<file path="config.mk">
export PLATFORM = sky130hd
export DESIGN_NAME = mkio_word_tx
export DESIGN_NICKNAME = d
export VERILOG_FILES = /design/src/rtl/mkio_pkg.sv /design/src/rtl/mkio_halfbit_timer.sv /design/src/rtl/mkio_word_tx.sv
export SDC_FILE = /design/constraint.sdc
export NUM_CORES = 1
export LEC_CHECK = 0
export BUFFER_PORTS_ARGS = -buffer_cell sky130_fd_sc_hd__buf_2
export CORE_ASPECT_RATIO = 1.5
export CORE_MARGIN = 1
export CORE_UTILIZATION = 30
export DETAILED_ROUTE_END_ITERATION = 8
export PLACE_DENSITY = 0.47
export SLEW_MARGIN = 15
export SYNTH_ARGS = -nofsm -noshare
export SYNTH_HDL_FRONTEND = slang
export SYNTH_SLANG_ARGS = --single-unit
</file>
<file path="constraint.sdc">
create_clock -name clk -period 2.1 [get_ports clk]
set_clock_uncertainty 0.15 [all_clocks]
set_input_delay 0.21 -clock clk [delete_from_list [all_inputs] [get_ports clk]]
set_output_delay 0.21 -clock clk [all_outputs]
set_load 0.005 [all_outputs]
</file>
<file path="src/rtl/mkio_pkg.sv">
// Shared MIL-STD-1553B word constants and encoding helpers for the mkio channel transmitter/receiver.
package mkio_pkg;

  localparam logic [5:0] SYNC_CMD      = 6'b111000;
  localparam logic [5:0] SYNC_DATA     = 6'b000111;
  localparam int         WORD_HALFBITS = 40;

  typedef enum logic {
    IDLE = 1'b0,
    SEND = 1'b1
  } tx_state_t;

  function automatic logic odd_parity(input logic [15:0] data);
    return ~^data;
  endfunction

  // Half-bit image of a word, MSB goes on the line first; bad=1 inverts the parity half-bits.
  function automatic logic [39:0] encode_word(input logic sync, input logic [15:0] data,
                                              input logic bad);
    logic [39:0] w;
    logic        p;
    w[39:34] = sync ? SYNC_CMD : SYNC_DATA;
    for (int i = 0; i < 16; i++) begin
      w[33-2*i -: 2] = {data[15-i], ~data[15-i]};
    end
    p       = odd_parity(data) ^ bad;
    w[1:0]  = {p, ~p};
    return w;
  endfunction

endpackage

</file>
<file path="src/rtl/mkio_halfbit_timer.sv">
// Half-bit prescaler: counts 0..HALFBIT_CLKS-1 while run is high, strobes tc on the last count.
// Held at zero while not running so a new word always starts with a full-length half-bit.
module mkio_halfbit_timer #(
  parameter int HALFBIT_CLKS = 16
) (
  input  logic clk,
  input  logic reset,
  input  logic run,
  output logic tc
);

  localparam int CW = (HALFBIT_CLKS > 2) ? $clog2(HALFBIT_CLKS) : 1;

  logic [CW-1:0] cnt;

  assign tc = run && (cnt == CW'(HALFBIT_CLKS - 1));

  always_ff @(posedge clk or posedge reset) begin
    if (reset) begin
      cnt <= '0;
    end else if (!run || tc) begin
      cnt <= '0;
    end else begin
      cnt <= cnt + CW'(1);
    end
  end

endmodule

</file>
<file path="src/rtl/mkio_word_tx.sv">
// Manchester II word transmitter: sync + 16 data bits + odd parity on DO1/DO0, back-to-back capable.
// Optional MKIO_TX_ERR_INJ_EN adds tx_bad_parity to corrupt the parity of a single word.
module mkio_word_tx
  import mkio_pkg::*;
#(
  parameter int HALFBIT_CLKS = 16
) (
  input  logic        clk,
  input  logic        reset,
  input  logic        tx_valid,
  input  logic        tx_sync,
  input  logic [15:0] tx_data,
  output logic        tx_ready,
  output logic        tx_busy,
  output logic        tx_done,
  input  logic        tx_inhibit,
`ifdef MKIO_TX_ERR_INJ_EN
  input  logic        tx_bad_parity,
`endif
  output logic        DO1,
  output logic        DO0
);

  tx_state_t   state, state_nxt;
  logic [39:0] shreg, shreg_nxt;
  logic [5:0]  idx, idx_nxt;
  logic        done_nxt;
  logic        tc;
  logic        last;
  logic        accept;
  logic        bad_sel;

`ifdef MKIO_TX_ERR_INJ_EN
  assign bad_sel = tx_bad_parity;
`else
  assign bad_sel = 1'b0;
`endif

  mkio_halfbit_timer #(
    .HALFBIT_CLKS(HALFBIT_CLKS)
  ) u_timer (
    .clk  (clk),
    .reset(reset),
    .run  (state == SEND),
    .tc   (tc)
  );

  assign last     = (idx == 6'(WORD_HALFBITS - 1));
  assign tx_ready = (state == IDLE) || (last && tc);
  assign accept   = tx_valid && tx_ready;
  assign tx_busy  = (state == SEND);

  always_comb begin
    state_nxt = state;
    shreg_nxt = shreg;
    idx_nxt   = idx;
    done_nxt  = 1'b0;
    case (state)
      IDLE: begin
        if (accept) begin
          state_nxt = SEND;
          shreg_nxt = encode_word(tx_sync, tx_data, bad_sel);
          idx_nxt   = '0;
        end
      end
      SEND: begin
        if (tc) begin
          if (!last) begin
            shreg_nxt = {shreg[38:0], 1'b0};
            idx_nxt   = idx + 6'd1;
          end else if (accept) begin
            // Follow-on word starts on the very next cycle: no idle gap on the line.
            shreg_nxt = encode_word(tx_sync, tx_data, bad_sel);
            idx_nxt   = '0;
          end else begin
            state_nxt = IDLE;
            done_nxt  = 1'b1;
          end
        end
      end
      default: state_nxt = IDLE;
    endcase
  end

  // Line outputs are driven from next-state values so the first half-bit appears right after accept.
  always_ff @(posedge clk or posedge reset) begin
    if (reset) begin
      state   <= IDLE;
      shreg   <= '0;
      idx     <= '0;
      tx_done <= 1'b0;
      DO1     <= 1'b0;
      DO0     <= 1'b0;
    end else begin
      state   <= state_nxt;
      shreg   <= shreg_nxt;
      idx     <= idx_nxt;
      tx_done <= done_nxt;
      DO1     <= (state_nxt == SEND) && !tx_inhibit && shreg_nxt[39];
      DO0     <= (state_nxt == SEND) && !tx_inhibit && !shreg_nxt[39];
    end
  end

endmodule

</file>
==> summary.txt <==
Tmin final -> 2.00 ns
number of max-cap violations -> 0
Synth Register Bits -> 54
routed wire length -> 6830 µm
Hold WC Path Type -> input port to flop
CP required -> 1.74 ns
fin crit share -> 95.1%
WHS Path Cells -> 3
die width -> 78.4 µm
Synthesis Warnings -> 0
Iteration-0 DRC Markers -> 100
sequential power share -> 51.0%
global-route wire length before repair -> 11200 µm
Setup TNS Final -> 0 ns
Min Hold Slack -> 0.0260 ns
root buffer cell -> clkbuf_16
Diodes inserted -> 0
FFs w/ async S/R, synth -> 100%
Lkg Pwr -> 0.00151 µW
depth of the CTS H-tree -> 2
Setup CP Type -> flop to primary output
hold path start -> tx_data[6]
syn nets -> 277
Logic pwr share -> 7.7%
pin count of the biggest net entering global routing -> 34
EDFF count, synth -> 0
Synth Cell Area -> 0.00262 mm²
RSZ-0062 raised after global routing -> false
Pwr Density -> 631 mW/mm²
GPL Wtd Cong -> 0.749
Slew @ Worst Pin -> 0.510 ns
Hold Path Sink -> shreg[15]
arrival time worst endpoint -> 1.64 ns
# rows -> 41
path depth of the worst reg2reg path -> 8
internal cell power -> 1580 µW
CTS buffer count -> 5
status -> complete, no violations
final hold vios -> 0
Mapped Cells -> 254
startpoint types -> flop
antenna-violating nets left -> 0
count of final setup violators -> 0
gr usage total -> 16.4%
initial antenna violation count -> 0
crit-path max FO -> 8
Reg clk slew, reported paths -> 0.07 ns
Sink Count -> 54
Buffers on Ports -> 25
Die Ht -> 117 µm
post-synthesis sequential area ratio -> 51.5%
wire length per cell -> 16.9 µm
layout cells sized above 1 -> 23.2%
io pins -> 26
Final nets -> 319
post-synth cell types -> 39
Syn Area/Cell -> 10.3 µm²
Initial Utilization -> 31.0%
die area -> 0.00913 mm²
Worst VDD drop -> 0.000291 V
Final HPWL DP -> 4780 µm
via/cell ratio -> 5.11
maximum clock rate -> 501 MHz
Rel. slew slack -> 66.0%
core footprint -> 0.00846 mm²
fillcell total -> 879
Remaining Overflow, GRT -> 0
First-pass DRT Iterations -> 4
TritonCTS clock tree -> yes
clk buf depth -> 2
Max Slew Vio Count -> 0
vias in the first global route -> 2121
DR DRC count -> 0
reg2reg end -> shreg[34]
Worst R2R Start -> idx[1]
top_reg_cell synth -> dfrtp_1
r2r setup slk -> 0.17 ns
Clock power frac -> 41.3%
P_sw -> 457 µW
CP endpoint kind -> primary output
Switching Share -> 22.4%
P&R area growth vs syn -> 23.2%
Clock Latency Late Sink -> 0.29 ns
vias -> 2064
## stage by stage
stage	power, µW	cells	setup slack (ns)	utilization [%]	instance area, µm²
detailed placement	1220	389	0.107	35.2	2980
floorplan	1160	254	0.232	-	2620
CTS	2070	399	0.0232	37.3	3150
global route	2110	404	0.0282	38.2	3230
global placement	1220	389	0.101	35.2	2980
finish	2040	404	0.104	38.2	3230
## logic make-up after synthesis
logic type	Yosys count	synth area share, %
adders and majority gates	2	0.954
DFF	54	51.5
and+or+nand+nor	76	13.3
buffers and inverters	20	3.39
muxes	7	2.67
xor gates and xnor gates	17	5.68
AOI/OAI and AO/OA	78	22.6
## layer usage
layer  up-vias  track usage, %  wire [µm]
li1       1016               -          -
met1      1023            20.4       3090
met2        23            28.7       3540
met3         2            1.95        145
met4         0            6.79         60
met5         -               0          0
## placed cells by master (no fill, tap or decap), types with 2 or more instances in the layout
| master | instances |
|---|---|
| nor3_1 | 3 |
| a21boi_0 | 2 |
| o22ai_1 | 13 |
| a22o_1 | 2 |
| o21ai_0 | 10 |
| a21oi_1 | 4 |
| ha_4 | 2 |
| a221o_1 | 11 |
| o21ai_1 | 2 |
| xor2_1 | 3 |
| and2_1 | 3 |
| nand2_1 | 38 |
| dlygate4sd3_1 | 2 |
| buf_4 | 21 |
| and3_1 | 2 |
| o221a_2 | 4 |
| buf_2 | 25 |
| buf_12 | 2 |
| buf_6 | 2 |
| inv_1 | 2 |
| nor2_1 | 16 |
| xnor2_1 | 14 |
| a22oi_1 | 22 |
| nand3_1 | 7 |
| dfrtp_1 | 54 |
| clkbuf_16 | 5 |
| mux2i_1 | 7 |
## Yosys cell counts, types with 2 or more instances
cell type  instances  area [µm²]
a21boi_0           2        15.0
a21oi_1            4        20.0
a221o_1           11         110
a22o_1             2        17.5
a22oi_1           22         165
and2_1             3        18.8
and3_1             2        12.5
buf_2              5        25.0
buf_4              2        15.0
clkbuf_1          10        37.5
dfrtp_1           54        1350
ha_1               2        25.0
inv_1              3        11.3
mux2i_1            7        70.1
nand2_1           38         143
nand3_1            7        35.0
nor2_1            16        60.1
nor3_1             3        15.0
o21ai_0           10        50.1
o21ai_1            2        10.0
o221a_2            4        45.0
o22ai_1           13        81.3
xnor2_1           14         123
xor2_1             3        26.3
## registers in the layout, indices dropped and copies added (netlist names)
signal and cells:
tx_done 1, DO0 1, idx 6, tx_busy 1, u_timer.cnt 4, DO1 1
shreg 40
## power groups by stage
stage / logic [µW] / clock network, µW / registers, µW
3_3_place_gp: 157 / 0 / 1060
5_1_grt: 171 / 902 / 1040
4_1_cts: 160 / 869 / 1040
3_5_place_dp: 157 / 0 / 1060
2_1_floorplan: 97.8 / 0 / 1060
6_report: 156 / 843 / 1040
## worst max-delay path, cell delays in order (launching register included)
cell and delay, ns:
dfrtp_1 0.42, ha_4 0.18, nand4b_4 0.14, o31ai_4 0.32, buf_6 0.18, buf_2 0.12
## worst max path at each step
stage | from | to | slack (ns) | cells after the start
after floorplan | u_timer.cnt[0] | shreg[36] | 0.23 | 7
after global placement | u_timer.cnt[0] | shreg[28] | 0.10 | 8
after detailed placement | u_timer.cnt[0] | shreg[28] | 0.11 | 8
after CTS | u_timer.cnt[0] | tx_ready | 0.02 | 5
after global routing | idx[1] | tx_ready | 0.03 | 5
final | idx[1] | tx_ready | 0.10 | 5
## final cells by class
cell class	instances	area [µm²]	area share, %
clock buffer	7	143	4.41
clock inverter	1	5.00	0.155
inverter	3	11.3	0.348
multi-input combinational	180	1220	37.8
sequential	54	1350	41.8
tap	107	134	4.14
timing repair buffer	52	365	11.3
## timing repair
item | in CTS | in global routing
resized for setup | 2 | 6
pin swaps | 0 | 1
hold endpoints to repair | 23 | 0
endpoints found under the setup margin | 1 | 8
hold buffers | 2 | 0
buffers inserted | 0 | 5
(Power assumes the default switching activity.)
